File: src/rtl/i2c_pkg.sv
// Shared opcodes, R/W bit values and step encoding for the I2C poll sequencer.
package i2c_pkg;

   localparam logic [1:0] OP_START = 2'd0;
   localparam logic [1:0] OP_WRITE = 2'd1;
   localparam logic [1:0] OP_READ  = 2'd2;
   localparam logic [1:0] OP_STOP  = 2'd3;

   localparam logic RW_W = 1'b0;
   localparam logic RW_R = 1'b1;

   typedef enum logic [3:0] {
      ST_IDLE, ST_START1, ST_WADDR, ST_WREG, ST_START2, ST_RADDR, ST_READ,
      ST_STOP, ST_FIN, ST_ISTART, ST_IADDR, ST_IREG, ST_IVAL
   } step_t;

   typedef enum logic {PH_ISSUE, PH_WAIT} phase_t;

   function automatic logic [1:0] step_op(input step_t s);
      case (s)
         ST_START1, ST_START2, ST_ISTART: return OP_START;
         ST_READ:                         return OP_READ;
         ST_STOP:                         return OP_STOP;
         default:                         return OP_WRITE;
      endcase
   endfunction

   function automatic step_t step_next(input step_t s);
      case (s)
         ST_START1: return ST_WADDR;
         ST_WADDR:  return ST_WREG;
         ST_WREG:   return ST_START2;
         ST_START2: return ST_RADDR;
         ST_RADDR:  return ST_READ;
         ST_READ:   return ST_STOP;
         ST_ISTART: return ST_IADDR;
         ST_IADDR:  return ST_IREG;
         ST_IREG:   return ST_IVAL;
         ST_IVAL:   return ST_STOP;
         ST_STOP:   return ST_FIN;
         default:   return ST_IDLE;
      endcase
   endfunction

   function automatic logic step_is_cmd(input step_t s);
      return (s != ST_IDLE) && (s != ST_FIN);
   endfunction

endpackage

File: src/rtl/sync_edge.sv
// Two-flop synchronizer with registered rising-edge pulse; pulse appears 3 clocks after the pin edge.
module sync_edge (
   input  logic CLK,
   input  logic reset,
   input  logic in,
   output logic pulse
);

   logic s1, s2, s3;

   always_ff @(posedge CLK or posedge reset) begin
      if (reset) begin
         s1    <= 1'b0;
         s2    <= 1'b0;
         s3    <= 1'b0;
         pulse <= 1'b0;
      end else begin
         s1    <= in;
         s2    <= s1;
         s3    <= s2;
         pulse <= s2 & ~s3;
      end
   end

endmodule

File: src/rtl/i2c_poll_seq.sv
// I2C poll sequencer: periodic/manual register read onto the LEDs via a byte-engine handshake.
// Optional one-shot config write after reset: define I2C_POLL_INIT_EN.
module i2c_poll_seq
   import i2c_pkg::*;
#(
   parameter logic [6:0]  DEV_ADDR    = 7'h48,
   parameter logic [7:0]  RD_REG      = 8'h00,
   parameter int unsigned POLL_CYCLES = 12000000,
   parameter logic [7:0]  INIT_REG    = 8'h01,
   parameter logic [7:0]  INIT_VAL    = 8'h60
) (
   input  logic       CLK,
   input  logic       reset,
   input  logic       SW1,
   output logic       cmd_valid,
   input  logic       cmd_ready,
   output logic [1:0] cmd_op,
   output logic [7:0] cmd_data,
   output logic       cmd_nack,
   input  logic       rsp_valid,
   input  logic [7:0] rsp_data,
   input  logic       rsp_nack,
   output logic [7:0] leds,
   output logic       busy,
   output logic       err,
   output logic       done
);

   step_t       step_q, step_d;
   phase_t      phase_q, phase_d;
   logic [23:0] timer_q;
   logic        pending_q, nacked_q, got_rd_q, err_q;
   logic [7:0]  hold_q, leds_q;
   logic        trig, poll_req, req, init_pend, rsp_fire;

   sync_edge u_sw1 (.CLK(CLK), .reset(reset), .in(SW1), .pulse(trig));

`ifdef I2C_POLL_INIT_EN
   logic init_q;
   always_ff @(posedge CLK or posedge reset) begin
      if (reset)                  init_q <= 1'b1;
      else if (step_q == ST_IDLE) init_q <= 1'b0;
   end
   assign init_pend = init_q;
`else
   assign init_pend = 1'b0;
`endif

   assign poll_req = (step_q == ST_IDLE) && (timer_q == 24'(POLL_CYCLES - 1));
   assign req      = trig | poll_req | pending_q;
   assign rsp_fire = (phase_q == PH_WAIT) && rsp_valid;

   always_ff @(posedge CLK or posedge reset) begin
      if (reset) begin
         step_q  <= ST_IDLE;
         phase_q <= PH_ISSUE;
      end else begin
         step_q  <= step_d;
         phase_q <= phase_d;
      end
   end

   always_comb begin
      step_d  = step_q;
      phase_d = phase_q;
      case (step_q)
         ST_IDLE: begin
            phase_d = PH_ISSUE;
            if (init_pend) step_d = ST_ISTART;
            else if (req)  step_d = ST_START1;
         end
         ST_FIN: step_d = ST_IDLE;
         default: begin
            if (phase_q == PH_ISSUE) begin
               if (cmd_ready) phase_d = PH_WAIT;
            end else if (rsp_valid) begin
               phase_d = PH_ISSUE;
               // a NACKed write abandons the rest of the sequence but still releases the bus
               if (step_op(step_q) == OP_WRITE && rsp_nack) step_d = ST_STOP;
               else                                         step_d = step_next(step_q);
            end
         end
      endcase
   end

   always_comb begin
      cmd_valid = 1'b0;
      cmd_op    = OP_START;
      cmd_data  = 8'h00;
      cmd_nack  = 1'b0;
      if (step_is_cmd(step_q) && phase_q == PH_ISSUE) begin
         cmd_valid = 1'b1;
         cmd_op    = step_op(step_q);
         cmd_nack  = (step_q == ST_READ);
         case (step_q)
            ST_WADDR, ST_IADDR: cmd_data = {DEV_ADDR, RW_W};
            ST_RADDR:           cmd_data = {DEV_ADDR, RW_R};
            ST_WREG:            cmd_data = RD_REG;
            ST_IREG:            cmd_data = INIT_REG;
            ST_IVAL:            cmd_data = INIT_VAL;
            default:            cmd_data = 8'h00;
         endcase
      end
      busy = step_is_cmd(step_q);
      done = (step_q == ST_FIN);
      leds = leds_q;
      err  = err_q;
   end

   always_ff @(posedge CLK or posedge reset) begin
      if (reset) begin
         timer_q   <= '0;
         pending_q <= 1'b0;
         nacked_q  <= 1'b0;
         got_rd_q  <= 1'b0;
         hold_q    <= 8'h00;
         leds_q    <= 8'h00;
         err_q     <= 1'b0;
      end else begin
         // timer only runs while idle; leaving idle restarts the interval
         if (step_q == ST_IDLE)
            timer_q <= (step_d == ST_IDLE) ? timer_q + 24'd1 : 24'd0;

         if (step_q == ST_IDLE && !init_pend) pending_q <= 1'b0;
         else if (trig || poll_req)           pending_q <= 1'b1;

         if (step_q == ST_IDLE) begin
            nacked_q <= 1'b0;
            got_rd_q <= 1'b0;
         end else if (rsp_fire && rsp_nack && step_op(step_q) == OP_WRITE) begin
            nacked_q <= 1'b1;
         end else if (rsp_fire && step_q == ST_READ) begin
            hold_q   <= rsp_data;
            got_rd_q <= 1'b1;
         end

         if (rsp_fire && step_q == ST_STOP) begin
            err_q <= nacked_q;
            if (got_rd_q && !nacked_q) leds_q <= hold_q;
         end
      end
   end

endmodule

File: config.mk
export PLATFORM = sky130hd
export DESIGN_NAME = i2c_poll_seq
export DESIGN_NICKNAME = d
export VERILOG_FILES = /design/src/rtl/i2c_pkg.sv /design/src/rtl/sync_edge.sv /design/src/rtl/i2c_poll_seq.sv
export SDC_FILE = /design/constraint.sdc
export NUM_CORES = 1
export LEC_CHECK = 0
export CORE_MARGIN = 2
export CORE_UTILIZATION = 59
export CTS_CLUSTER_DIAMETER = 150
export DETAILED_ROUTE_END_ITERATION = 8
export PLACE_DENSITY = 0.85
export SKIP_LAST_GASP = 1
export SLEW_MARGIN = 10
export SYNTH_ARGS = -nofsm -noshare
export SYNTH_HDL_FRONTEND = slang
export SYNTH_SLANG_ARGS = --single-unit
File: constraint.sdc
create_clock -name CLK -period 5.9 [get_ports CLK]
set_input_delay 1.18 -clock CLK [delete_from_list [all_inputs] [get_ports CLK]]
set_output_delay 1.18 -clock CLK [all_outputs]
set_load 0.02 [all_outputs]
-- Word-level counts from Yosys, hierarchy flattened
Memories as Yosys holds them, arrays and structs flattened.
Cells that the tools add are included.
- add/sub/neg operators: 1
- equal/unequal tests: 16
- muxes and demuxes: 27
- bitwise operators: 7
- reduce and logical (&&, ||, !) cells: 24
- operator list (cell ; count):
    8-bit one-hot mux with 4 select lines ; 1
    24-bit by 1-bit adder with 24-bit output, second input constant ; 1
    24-bit equality test, second input constant ; 1
    24-bit 2-to-1 mux ; 1
    4-bit equality test, second input constant ; 5
    4-bit by 3-bit equality test with 1-bit output, second input constant ; 4
    4-bit 2-to-1 mux ; 4
    1-bit 2-to-1 mux ; 12
    1-bit logical AND ; 10
    2-bit 2-to-1 mux ; 5
    4-bit logical NOT ; 2
    8-bit 2-to-1 mux ; 1
    4-bit one-hot mux with 2 select lines ; 1
    2-bit one-hot mux with 3 select lines ; 1
    2-bit nonzero test ; 3
    2-bit by 1-bit equality test with 1-bit output, second input constant ; 2
    4-bit by 1-bit equality test with 1-bit output, second input constant ; 1
    4-bit by 2-bit equality test with 1-bit output, second input constant ; 1
    4-bit inequality test, second input constant ; 1
    1-bit inverter ; 4
    2-bit AND reduction ; 2
    4-bit nonzero test ; 1
    2-bit OR reduction ; 2
    3-bit AND reduction ; 1
    other kinds (7) ; 8
- flip-flop bits (word level): 53
- ROM bits: 64
- input port bits: 14
- output and inout bits: 23
- word-level logic and storage cells: 89
- memories: 1
- memory list (name ; words ; bits a word ; read ports ; clocked after memory_dff ; write ports ; line ; source):
    (no name shown) ; 16 ; 4 ; 1 ; 0 ; 0 ; i2c_pkg.sv:29 ; case (s)

-- Longest topological paths before layout
- depth in word-level cells: 14
- depth in mapped cells: 10
- gate-level depth less buffers: 9

-- Cells and area by module
From an unflattened synthesis, not the netlist that was laid out.
- cell total of the unflattened synthesis: 263
- area total of the unflattened synthesis: 2825.2 um^2
- modules (own cells, without submodules) (module ; instances ; cells an instance ; area an instance (um^2) ; sequential area each (um^2)):
    i2c_poll_seq ; 1 ; 257 ; 2707.6 ; 1226.2
    sync_edge ; 1 ; 6 ; 117.6 ; 100.1

-- Worst setup path after synthesis
No wires, ideal clock.
- kind: register -> output
- start point: register step_q[0]
- end point: output cmd_data[7]
- arrival: 1.771 ns
- required time: 4.720 ns
- path slack: 2.949 ns
- cell stages (with the launch flop): 8
- buffers on the path: 1
- cell sequence: dfrtp_1 inv_1 ha_1 and2b_1 inv_2 nand2b_1 a21oi_1 buf_4
- longest elaborated chain between the ends: 4
- elaborated cells between the ends (all ways): 12
- those cells by class: eq/ne: 6; mux: 2; reduce/logical: 4
- ends and longest elaborated chain (item ; line ; source):
    from (decl) ; i2c_poll_seq.sv:29 ; step_t step_q, step_d;
    from (signal assigned) ; i2c_poll_seq.sv:58 ; step_q <= step_d;
    4-bit inequality test or 4-bit nonzero test (tied branches) ; -- ;
    1-bit logical AND (*) ; -- ;
    net busy ; i2c_poll_seq.sv:24 ; output logic busy,
    1-bit logical AND (*) ; i2c_poll_seq.sv:91 ; if (step_is_cmd(step_q) && phase_q == PH_ISSUE) begin
    8-bit 2-to-1 mux (*) ; i2c_poll_seq.sv:91 ;
    to (decl) ; i2c_poll_seq.sv:18 ; output logic [7:0] cmd_data,
Mark *: on every way through the listed nets, which the timed path passes. The rest lies on a longest branch.

-- Final worst setup path
- start point: register step_q[0]
- end point: output cmd_data[7]
- longest elaborated chain between the ends: 4
- elaborated cells between the ends (all ways): 12
- those cells by class: eq/ne: 6; mux: 2; reduce/logical: 4
- ends and longest elaborated chain (item ; line ; source):
    4-bit by 2-bit equality test with 1-bit output, or another cell as far along ; i2c_poll_seq.sv:95 ; case (step_q)
    2-bit OR reduction or 1-bit logical AND (tied branches) ; i2c_poll_seq.sv:95, i2c_pkg.sv:46 ;
    8-bit one-hot mux with 4 select lines or 1-bit logical AND (tied branches) ; i2c_poll_seq.sv:95, i2c_poll_seq.sv:91 ;
    8-bit 2-to-1 mux (*) ; i2c_poll_seq.sv:91 ;
Every way passes the cells marked *; elsewhere a longest branch is shown, timed or not.

==> results.md <==
- Leakage: 1.36 nW
- EDFF count, synth: 0
- Fillers: 323
- CP Capture Type: output port
- FF+latch count, synth: 53
- Tot Pwr: 1.47 mW
- Worst setup path endpoint: cmd_data[7]
- Syn-to-layout area delta: 15.5%
- R2R setup slack: 3.10 ns
- Hold_buf cts: 0
- Primary FF master, synth: dfrtp_1
- Avg Cell Area, Syn: 10.2 µm²
- Post-layout minimum cycle time: 3.56 ns
- Worst flop-to-flop path endpoint: timer_q[22]$_DFFE_PP0P_
- Slew Limit Fails: 0
- TritonCTS clock tree: yes
- Power density over cell area: 461 nW/µm²
- Die Y: 72.4 µm
- CTS clk-pin slew, worst paths: 0.10 ns
- CP required: 4.72 ns
- Die X: 72.4 µm
- Row cnt: 24
- RSZ-0062 raised after global routing: no
- Worst VDD drop: 0.277 mV
- Num ports: 37
- Final Hold Fails: 0
- Total Routing Usage GR: 0.224
- CP arrival: 2.38 ns
- WL/cell: 14.4 µm
- Largest net degree at the start of global routing: 54
- Worst-Margin Slew: 1.05 ns
- H-tree level count: 2
- Crit path from: step_q[0]$_DFF_PP0_
- Vias/cell: 5.83
- Mapped Cells: 270
- Worst r2r path cells: 7
- Slew headroom: 0.297
- Routed vias: 2052
- Final worst slack: 2.34 ns
- Detail Route Antenna Nets: 0
- Post-synthesis cell area: 2760 µm²
- Core area: 4410 µm²
- Initial antenna violation count: 0
- Worst setup SP type: flip-flop
- # setup viols final: 0
- ANT cells: 0
- Yosys top cell area share: 0.481
- Worst hold slack: 0.363 ns
- Register area: 1330 µm²
- Asr flop ratio synth: 1.00
- Residual DRC: 0
- Postcts setup bufs: 0
- Multi-input logic area: 1310 µm²
- Proportion of layout cells with a drive suffix above 1: 0.120
- Root buffer cell: clkbuf_8
- Post-cts sizing count: 0
- Area leader, netlist: dfrtp_1
- Synth top area cells: dfrtp_1 48%, mux2_2 6.9%, nor2_1 4.2%
- Global placer's final weighted congestion: 0.848
- Fmax: 281 MHz
- Setup Crit Path Kind: reg2out
- Sequential fraction of the synthesis area: 0.481
- Worst min-delay path class: reg2reg
- Max Cap Viol: 0
- Clk Latency, worst-skew pair: 0.31 ns
- Synth warn: 0
- Iter 0 DRT Violations: 173
- Total grt overflow: 0
- TritonRoute pass-1 iters: 4
- Setup TNS: 0 ns
- CTS buffer count: 5
- Port Buffer Count: 33
- CTS sink cnt: 53
- Global-route wire length before repair: 9230 µm
- Initial Util: 0.625
- Clk buf depth: 2
- Area of the die: 5240 µm²
- Pre-CTS WS: 2.48 ns
- Yosys cell types: 52
- Layout Nets: 319
- Status: complete, no violations
- WL final: 5060 µm
- Max Fanout on Critical Path: 8
- Crit share post-route: 0.604
- Clock Skews: 0.00815 ns
- Vias in the first global route: 2085
- Worst r2r src: step_q[0]$_DFF_PP0_
- Post-DP HPWL: 3520 µm
## state kept, by name, indices dropped and copies added (netlist names)
signal / count
pending_q: 1
timer_q: 24
u_sw1.s2: 1
step_q: 4
nacked_q: 1
u_sw1.s1: 1
u_sw1.pulse: 1
phase_q: 1
u_sw1.s3: 1
hold_q: 8
leds: 8
got_rd_q: 1
err: 1
## logic make-up (layout without fill, tap and decap cells)
group	count (synthesis)	count (layout)	synth area share
compound gates	30	30	0.0758
xor+xnor	17	17	0.0540
fa+ha+maj	6	6	0.0272
buf+inv	25	53	0.0481
flops	53	53	0.481
mux	17	17	0.0694
other cells	1	3	0.00136
simple gates	121	121	0.243
## through the flow
step,std cells,cell area (µm²),util
after floorplan,272,2770,-
final,352,3180,0.721
after global routing,352,3180,0.721
after CTS,352,3180,0.721
after global placement,344,3070,0.696
after detailed placement,344,3070,0.696
## worst min path at each step
stage / start / endpoint / slack, ns / cells past startpoint
after CTS: u_sw1.s1$_DFF_PP0_ / u_sw1.s2$_DFF_PP0_ / 0.37 / 0
final: u_sw1.s1$_DFF_PP0_ / u_sw1.s2$_DFF_PP0_ / 0.36 / 0
after global placement: u_sw1.s1$_DFF_PP0_ / u_sw1.s2$_DFF_PP0_ / 0.33 / 0
after detailed placement: u_sw1.s1$_DFF_PP0_ / u_sw1.s2$_DFF_PP0_ / 0.34 / 0
after global routing: u_sw1.s1$_DFF_PP0_ / u_sw1.s2$_DFF_PP0_ / 0.37 / 0
after floorplan: u_sw1.s1$_DFF_PP0_ / u_sw1.s2$_DFF_PP0_ / 0.33 / 0
## placed cells by master, fill, tap and decap left out, types with 2 or more instances in the layout
master	netlist	final
xnor2_1	7	7
nand4_1	7	7
o22ai_1	2	2
nor2_1	31	31
nand2_1	24	24
ha_1	6	6
inv_2	1	2
dfrtp_1	53	53
xor2_1	10	10
or3b_1	2	2
and2b_1	3	3
nand2b_1	2	2
and4_1	3	3
nor3b_1	3	3
nor4_4	2	2
nor4bb_1	2	2
or3_1	2	2
o211ai_1	2	2
o21ai_0	5	5
clkdlybuf4s50_1	0	33
nor3_1	5	5
a31oi_1	6	6
nand3_1	21	21
inv_1	11	10
conb_1	1	3
mux2_2	17	17
a21oi_1	6	6
clkbuf_8	0	5
and3_1	4	4
## synthesized netlist by cell type (2+ instances only)
library cell   n
and2b_1        3
ha_1           6
inv_1         11
nand3_1       21
buf_4          5
buf_6          2
nor2_1        31
nor3b_1        3
nor3_1         5
xnor2_1        7
o21ai_0        5
o211ai_1       2
dfrtp_1       53
and3_1         4
or3_1          2
a31oi_1        6
nand4_1        7
nor4_4         2
o22ai_1        2
and4_1         3
xor2_1        10
mux2_2        17
nand2b_1       2
or3b_1         2
buf_2          3
a21oi_1        6
nor4bb_1       2
nand2_1       24
## worst max-delay path: stages, from the launching register on
cell and delay, ns:
dfrtp_1 0.43, inv_1 0.12, ha_1 0.28, and2b_1 0.20
inv_2 0.12, nand2b_1 0.12, a21oi_1 0.17, clkdlybuf4s50_1 0.63
## per-layer routing
metal	part of all wire	vias up	GRT usage
met5	0	-	0
met4	0.020	0	0.0839
met2	0.49	58	0.372
met3	0.040	9	0.0389
met1	0.45	999	0.296
li1	-	986	-
## power breakdown
| part | switching [mW] | total [mW] | internal [mW] |
|---|---|---|---|
| sequential | 0.148 | 0.654 | 0.506 |
| clock | 0.118 | 0.246 | 0.127 |
| combinational | 0.309 | 0.568 | 0.259 |
| total | 0.575 | 1.47 | 0.892 |
## final cells by class
class,count,share of cell area
well taps,52,0.0204
clock buffers,6,0.0228
inverters,12,0.0141
flip-flops and latches,53,0.417
clock inverters,2,0.0122
multi-input cells,194,0.410
repair buffers,33,0.104
(Power assumes the default switching activity.)
